### config.mk
export PLATFORM = sky130hd
export DESIGN_NAME = axi_aw_w_dispatch
export DESIGN_NICKNAME = d
export VERILOG_FILES = /design/src/rtl/axi_aw_w_dispatch_pkg.sv /design/src/rtl/axi_aw_w_dispatch.sv
export SDC_FILE = /design/constraint.sdc
export NUM_CORES = 1
export LEC_CHECK = 0
export ABC_AREA = 0
export BUFFER_PORTS_ARGS = -buffer_cell sky130_fd_sc_hd__buf_2
export CAP_MARGIN = 20
export CORE_MARGIN = 3
export CORE_UTILIZATION = 47
export DETAILED_ROUTE_END_ITERATION = 12
export GPL_TIMING_DRIVEN = 0
export HOLD_SLACK_MARGIN = 0.1
export PLACE_DENSITY = 0.87
export SLEW_MARGIN = 20
export SYNTH_ARGS = -nofsm -noshare
export SYNTH_HDL_FRONTEND = slang
export SYNTH_SLANG_ARGS = --single-unit
### constraint.sdc
create_clock -name clk -period 2.2 [get_ports clk]
set_clock_uncertainty 0.05 [all_clocks]
set_input_delay 0.33 -clock clk [delete_from_list [all_inputs] [get_ports clk]]
set_output_delay 0.33 -clock clk [all_outputs]
set_load 0.005 [all_outputs]
### src/rtl/axi_aw_w_dispatch_pkg.sv
// Shared definitions for the AW/W dispatch stage: packed FIFO entry layout,
// state encoding and AXI burst/size constants.
package axi_aw_w_dispatch_pkg;

  // Entry layout, MSB to LSB: {id, addr, len, size, burst}
  localparam int BURST_LSB    = 0;
  localparam int BURST_W      = 2;
  localparam int SIZE_LSB     = 2;
  localparam int SIZE_W       = 3;
  localparam int LEN_LSB      = 5;
  localparam int LEN_W        = 8;
  localparam int ADDR_LSB     = 13;
  localparam int INFO_FIXED_W = 13;

  localparam logic [1:0] ST_IDLE     = 2'd0;
  localparam logic [1:0] ST_AW_ISSUE = 2'd1;
  localparam logic [1:0] ST_W_XFER   = 2'd2;

  typedef enum logic [1:0] {
    IDLE     = ST_IDLE,
    AW_ISSUE = ST_AW_ISSUE,
    W_XFER   = ST_W_XFER
  } state_t;

  localparam logic [1:0] AXI_BURST_FIXED = 2'b00;
  localparam logic [1:0] AXI_BURST_INCR  = 2'b01;
  localparam logic [1:0] AXI_BURST_WRAP  = 2'b10;

  localparam logic [2:0] AXI_SIZE_1B  = 3'd0;
  localparam logic [2:0] AXI_SIZE_2B  = 3'd1;
  localparam logic [2:0] AXI_SIZE_4B  = 3'd2;
  localparam logic [2:0] AXI_SIZE_8B  = 3'd3;

endpackage

### src/rtl/axi_aw_w_dispatch.sv
// Pops one queued write address at a time, issues it on AW, then forwards the
// matching W beats with WLAST generated from the latched burst length.
module axi_aw_w_dispatch
  import axi_aw_w_dispatch_pkg::*;
#(
  parameter int ID_WIDTH   = 5,
  parameter int ADDR_WIDTH = 32,
  parameter int DATA_WIDTH = 32,
  parameter int AW_INFO_W  = ID_WIDTH + ADDR_WIDTH + INFO_FIXED_W
) (
  input  logic                    clk,
  input  logic                    rst_n,
  input  logic [AW_INFO_W-1:0]    aw_fifo_data_i,
  input  logic                    aw_fifo_empty_i,
  output logic                    aw_fifo_rd_valid_o,
  output logic [ID_WIDTH-1:0]     m_awid_o,
  output logic [ADDR_WIDTH-1:0]   m_awaddr_o,
  output logic [7:0]              m_awlen_o,
  output logic [2:0]              m_awsize_o,
  output logic [1:0]              m_awburst_o,
  output logic                    m_awvalid_o,
  input  logic                    m_awready_i,
  input  logic [DATA_WIDTH-1:0]   s_wdata_i,
  input  logic [DATA_WIDTH/8-1:0] s_wstrb_i,
  input  logic                    s_wvalid_i,
  output logic                    s_wready_o,
  output logic [DATA_WIDTH-1:0]   m_wdata_o,
  output logic [DATA_WIDTH/8-1:0] m_wstrb_o,
  output logic                    m_wlast_o,
  output logic                    m_wvalid_o,
  input  logic                    m_wready_i,
  output logic                    busy_o
);

  localparam int ID_LSB = ADDR_LSB + ADDR_WIDTH;

  state_t                  state_reg, state_next;
  logic [7:0]              beat_cnt_reg;
  logic [ID_WIDTH-1:0]     awid_reg;
  logic [ADDR_WIDTH-1:0]   awaddr_reg;
  logic [LEN_W-1:0]        awlen_reg;
  logic [SIZE_W-1:0]       awsize_reg;
  logic [BURST_W-1:0]      awburst_reg;

  logic in_w_xfer;
  logic w_hs;
  logic w_last;
  logic pop;

  assign in_w_xfer = (state_reg == W_XFER);
  assign w_last    = in_w_xfer && (beat_cnt_reg == awlen_reg);
  assign w_hs      = in_w_xfer && s_wvalid_i && m_wready_i;

  always_comb begin
    state_next = state_reg;
    pop        = 1'b0;
    case (state_reg)
      IDLE: begin
        if (!aw_fifo_empty_i) begin
          pop        = 1'b1;
          state_next = AW_ISSUE;
        end
      end
      AW_ISSUE: begin
        if (m_awready_i) state_next = W_XFER;
      end
      W_XFER: begin
        // Last beat either chains straight into the next queued entry or idles
        if (w_hs && w_last) begin
          if (!aw_fifo_empty_i) begin
            pop        = 1'b1;
            state_next = AW_ISSUE;
          end else begin
            state_next = IDLE;
          end
        end
      end
      default: state_next = IDLE;
    endcase
  end

  always_ff @(posedge clk or negedge rst_n) begin
    if (!rst_n) begin
      state_reg    <= IDLE;
      beat_cnt_reg <= '0;
      awid_reg     <= '0;
      awaddr_reg   <= '0;
      awlen_reg    <= '0;
      awsize_reg   <= '0;
      awburst_reg  <= '0;
    end else begin
      state_reg <= state_next;
      if (pop) begin
        awid_reg     <= aw_fifo_data_i[ID_LSB +: ID_WIDTH];
        awaddr_reg   <= aw_fifo_data_i[ADDR_LSB +: ADDR_WIDTH];
        awlen_reg    <= aw_fifo_data_i[LEN_LSB +: LEN_W];
        awsize_reg   <= aw_fifo_data_i[SIZE_LSB +: SIZE_W];
        awburst_reg  <= aw_fifo_data_i[BURST_LSB +: BURST_W];
        beat_cnt_reg <= '0;
      end else if (w_hs) begin
        // Cleared on the last beat so a 256-beat burst never wraps the counter
        beat_cnt_reg <= w_last ? 8'd0 : beat_cnt_reg + 8'd1;
      end
    end
  end

  assign aw_fifo_rd_valid_o = pop;
  assign m_awvalid_o        = (state_reg == AW_ISSUE);
  assign busy_o             = (state_reg != IDLE);

  assign m_awid_o    = awid_reg;
  assign m_awaddr_o  = awaddr_reg;
  assign m_awlen_o   = awlen_reg;
  assign m_awsize_o  = awsize_reg;
  assign m_awburst_o = awburst_reg;

  assign m_wvalid_o = in_w_xfer && s_wvalid_i;
  assign s_wready_o = in_w_xfer && m_wready_i;
  assign m_wlast_o  = w_last;
  assign m_wdata_o  = s_wdata_i;
  assign m_wstrb_o  = s_wstrb_i;

endmodule

# Word-level counts from Yosys, hierarchy flattened
# Index checks and enable logic that the tools add are counted.
word_totals:
  regBits: 60
  inputBits: 92
  word_cells: 34
classes:
  n_addsub: 1
  n_eq_ne: 6
  muxes: 11
  n_reduce_logical: 9
op_table:
  columns: ["cell", "n"]
  rows:
  - ["$mux 8", 3]
  - ["$add 8x1->8 const B", 1]
  - ["$eq 8x8->1", 1]
  - ["$mux 2", 3]
  - ["$pmux 2 s3", 1]
  - ["$logic_and 1x1->1", 5]
  - ["$ne 2x1->1 const B", 2]
  - ["$reduce_bool 2->1", 2]
  - ["$mux 1", 3]
  - ["$reduce_and 3->1", 1]
  - ["$eq 2x1->1 const B", 1]
  - ["$eq 2x2->1 const B", 1]
  - ["$logic_not 2->1", 1]
  - ["$ne 2x2->1 const B", 1]
  - ["$pmux 1 s2", 1]

# Depth between registers and ports, before layout
logic_depth:
  depth_word: 7
  depth_mapped: 7
  ltp_nobuf: 4

# Worst setup path before layout
# No wires, ideal clock.
synth_path:
  kind: "reg2out"
  startpoint: "register awlen_reg[6] (netlist: m_awlen_o[6])"
  endpoint: "output port aw_fifo_rd_valid_o"
  arrival_ns: 1.405
  t_required_ns: 1.820
  path_slack_ns: 0.415
  stages_incl_launch_ff: 5
  n_path_buf: 0
  cell_sequence: "dfrtp_1 xor2_1 nor4_4 nand4_1 o21ai_1"
synth_via:
  elab_chain_len: 5
synth_rtl:
  columns: ["element", "line_no", "source"]
  rows:
  - ["start: declaration", "axi_aw_w_dispatch.sv:41", "logic [LEN_W-1:0] awlen_reg;"]
  - ["start signal: assignment", "axi_aw_w_dispatch.sv:96", "awlen_reg <= aw_fifo_data_i[LEN_LSB +: LEN_W];"]
  - ["$eq 8x8->1", "axi_aw_w_dispatch.sv:51", "assign w_last = in_w_xfer && (beat_cnt_reg == awlen_reg);"]
  - ["$logic_and 1x1->1", "axi_aw_w_dispatch.sv:51", null]
  - ["$logic_and 1x1->1", "axi_aw_w_dispatch.sv:69", "if (w_hs && w_last) begin"]
  - ["$mux 1", "axi_aw_w_dispatch.sv:69", null]
  - ["$pmux 1 s2", "axi_aw_w_dispatch.sv:57", "case (state_reg)"]
  - ["end: declaration", "axi_aw_w_dispatch.sv:15", "output logic aw_fifo_rd_valid_o,"]
# Every way passes these cells.

# Worst setup path after layout
# Ends and elaborated chain as after synthesis.

==> metrics.md <==
| Metric | Value |
|---|---|
| Status | complete, but fails checks |
| Failing checks | negative setup slack |
| Most common library cells after synthesis | nand2_1 (102), dfrtp_1 (60), nand4_1 (53) |
| Mapped Nets | 540 |
| Final nets | 706 |
| Req. time, crit path | 1820 ps |
| Longest Clk Path Bufs | 2 |
| Maximum clock rate | 0.451 GHz |
| Cells after Synth | approximately 450 |
| Share of cells above drive strength 1 | 35.7% |
| CTS clk-pin slew, worst paths | around 70 ps |
| Reg-to-Reg Start | m_awlen_o[6] |
| RD Place Congestion | 0.873 |
| Ys flop type | dfrtp_1 |
| Final critical-path required period | about 2200 ps |
| Sequential fraction of the synthesis area | 39.3% |
| Global Route Usage Sum | 25.5% |
| Top cell family by delay on the critical path | simple AND/OR/NAND/NOR gates |
| Final count of negative-setup-slack endpoints | 1 |
| Die Height | 96.2 um |
| Die Span X | 96.2 um |
| Count leader, synth | nand2_1 |
| Die footprint | 9260 um^2 |
| First-pass GRT wire length | between 15000 and 20000 um |
| Final worst slack | -18.2 ps |
| Detailed Place HPWL | 8620 um |
| DRT Wirelength | 11900 um |
| Routed length per instance | between 15 and 20 um |
| Pwr Total | 5330 uW |
| Startpoint Class | register |
| Synth area leaders | dfrtp_1 (39%), nand2_1 (10%), nor3b_1 (9.8%) |
| Avg Vias per Cell | 5.71 |
| Final core utilization | between 60% and 70% |
| Total grt overflow | 0 |
| Fin. max-slew vios | 0 |
| Yosys top cell area share | between 30% and 40% |
| Vias in the first global route | 4030 |
| Worst-Skew Late Latency | 340 ps |
| Initial drt markers | 233 |
| Row count | 32 |
| Mux contribution to synthesized area | 0% |
| Slowest stage cell, crit path | dfrtp_1 |
| Initial Util | 49.0% |
| CP max FO | 3 |
| Post-synthesis adder-cell area fraction | 0.327% |
| Setup crit start | m_awlen_o[6] |
| Final hold viol count | 0 |
| DRC Markers | 0 |
| DR pass1 iterations | 5 |
| Main combinational cell family by area after synthesis | simple AND/OR/NAND/NOR gates |
| Max Cap Violations | 0 |
| Vias | 4098 |
| RSZ-0062 raised after global routing | true |
| Mapped cell area | 3820 um^2 |
| Peak supply drop | 0.465 mV |
| Min-delay src | aw_fifo_data_i[41] |
| Cell variety after synth | 29 |
| Leak pwr | 0.00227 uW |
| Design area | 4940 um^2 |
| Hold WC Path Type | input pin to register |
| Post-synthesis compound-gate area fraction | 10.7% |
| Power Dens Cells | 1080 nW/um^2 |
| Port bufs | 146 |
| H-tree Lvls | 3 |
| Syn Area/Cell | 8.56 um^2 |
| Simple-Gate Fraction of Synth Area | 33.7% |
| I/O pin count | between 150 and 200 |
| CTS tree | done |
| Diodes inserted | 0 |
| CTS sink cnt | 60 |
| Placement Cell Area | 4690 um^2 |
| Worst-margin pin slew | about 800 ps |
| Final Non-Filler Cells | between 700 and 800 |
| Worst-path cell chain | xor2_1 -> nor4_4 -> nand4_1 -> o21ai_1 -> buf_2 |
| Register bit total from synthesis | 60 |
| Fin crit share | 101% |
| Post-Synth XOR/XNOR Area | 3.21% |
| Root Buffer | clkbuf_8 |
| Crit Path Class | register to primary output |
| Slowest cell delay on critical path | 410 ps |
| CP arrival | 1840 ps |
| Initial antenna violation count | 0 |
| Ys async rst share | between 90% and 100% |
| P&R area growth vs syn | 29.1% |
| TNS Setup | -18.2 ps |
| CP endpoint kind | primary output |
| Final ANT Viol Nets | 0 |
| Core area | 7810 um^2 |
| Max_slew headroom | roughly 46% |
| Max reg flops | 32 |
| Number of warnings issued by yosys | 0 |
| Post-synth top area cell | dfrtp_1 |
| Filler Cell Count | around 700 |
| Total CTS buffers | 9 |
| Placed insts | 695 |
| Crit path buffers/inverters | 1 |
| Pin count of the biggest net entering global routing | 61 |
| Post-synth EDFFs | 0 |
-- through the flow --
step	hold slack [ps]	setup WS (ps)
floorplan	-15.6	415
global placement	482	-154
detailed placement	418	-207
CTS	166	-15.3
global route	186	-59.8
finish	174	-18.2
-- per-layer routing --
layer  track usage (%)  wire [um]  up-vias
li1                  -          -     1897
met1              32.0       4760     1927
met2              43.3       5750      245
met3              5.24       1160       29
met4              8.65        219        0
met5                 0          0        -
-- logic make-up (layout without fill, tap and decap cells) --
family | after synthesis | count (layout)
flops | 60 | 60
simple gates | 234 | 234
buf+inv | 83 | 252
fa+ha+maj | 1 | 1
xor+xnor | 14 | 14
compound gates | 55 | 55
-- final timing paths --
kind	to	slack, ps	cells past startpoint
hold reg to reg	m_awaddr_o[20]	490	2
min in group asynchronous	m_awsize_o[2]	530	2
hold / removal	m_awaddr_o[28]	170	3
setup reg to reg	m_awid_o[1]	90	8
setup / recovery	aw_fifo_rd_valid_o	-20	5
max in group asynchronous	beat_cnt_reg[2]	960	2
-- timing repair --
item                                   in CTS  in global routing
buffers inserted                            7                  3
setup endpoints to repair                  10                 21
pin swaps                                   3                  3
endpoints found under the hold margin      60                  0
hold buffers                                1                  0
resized for setup                           4                  4
-- layout by cell type (no fill, tap or decap), types with 2 or more instances in the layout --
master	n
nand2_1	102
o21ai_1	2
o211ai_1	50
buf_6	6
nand4_1	53
clkinv_2	3
nor2_1	2
dfrtp_1	58
clkbuf_8	10
clkbuf_1	36
and4_1	2
dfrtp_2	2
buf_2	148
xor2_1	7
nand3_1	5
buf_4	46
xnor2_1	7
and2_1	3
and3_1	8
nor3b_1	50
-- layout make-up --
class                           instances  area [um^2]  area share [%]
Inverter                                1         3.75          0.0760
Multi-Input combinational cell        304         1850            37.4
Timing Repair Buffer                  157          822            16.6
Sequential cell                        60         1500            30.5
Tap cell                              102          128            2.58
Buffer                                 80          478            9.68
Clock buffer                           11          141            2.86
Clock inverter                          3         15.0           0.304
-- power by group --
part           switching [uW]  total (uW)  internal, uW  leakage (uW)
registers                 314        1890          1570      0.000751
logic                    1510        2580          1070       0.00144
clock network             435         856           422     0.0000848
total                    2260        5330          3070       0.00227
-- worst reg2reg max path, stage by stage, from the launching register on --
cell,delay (ps)
dfrtp_1,410
xor2_1,190
nor4_4,360
buf_6,150
buf_4,120
and4_1,170
buf_2,230
buf_6,180
o211ai_1,120
No activity file was read; power rests on OpenSTA's default activity.
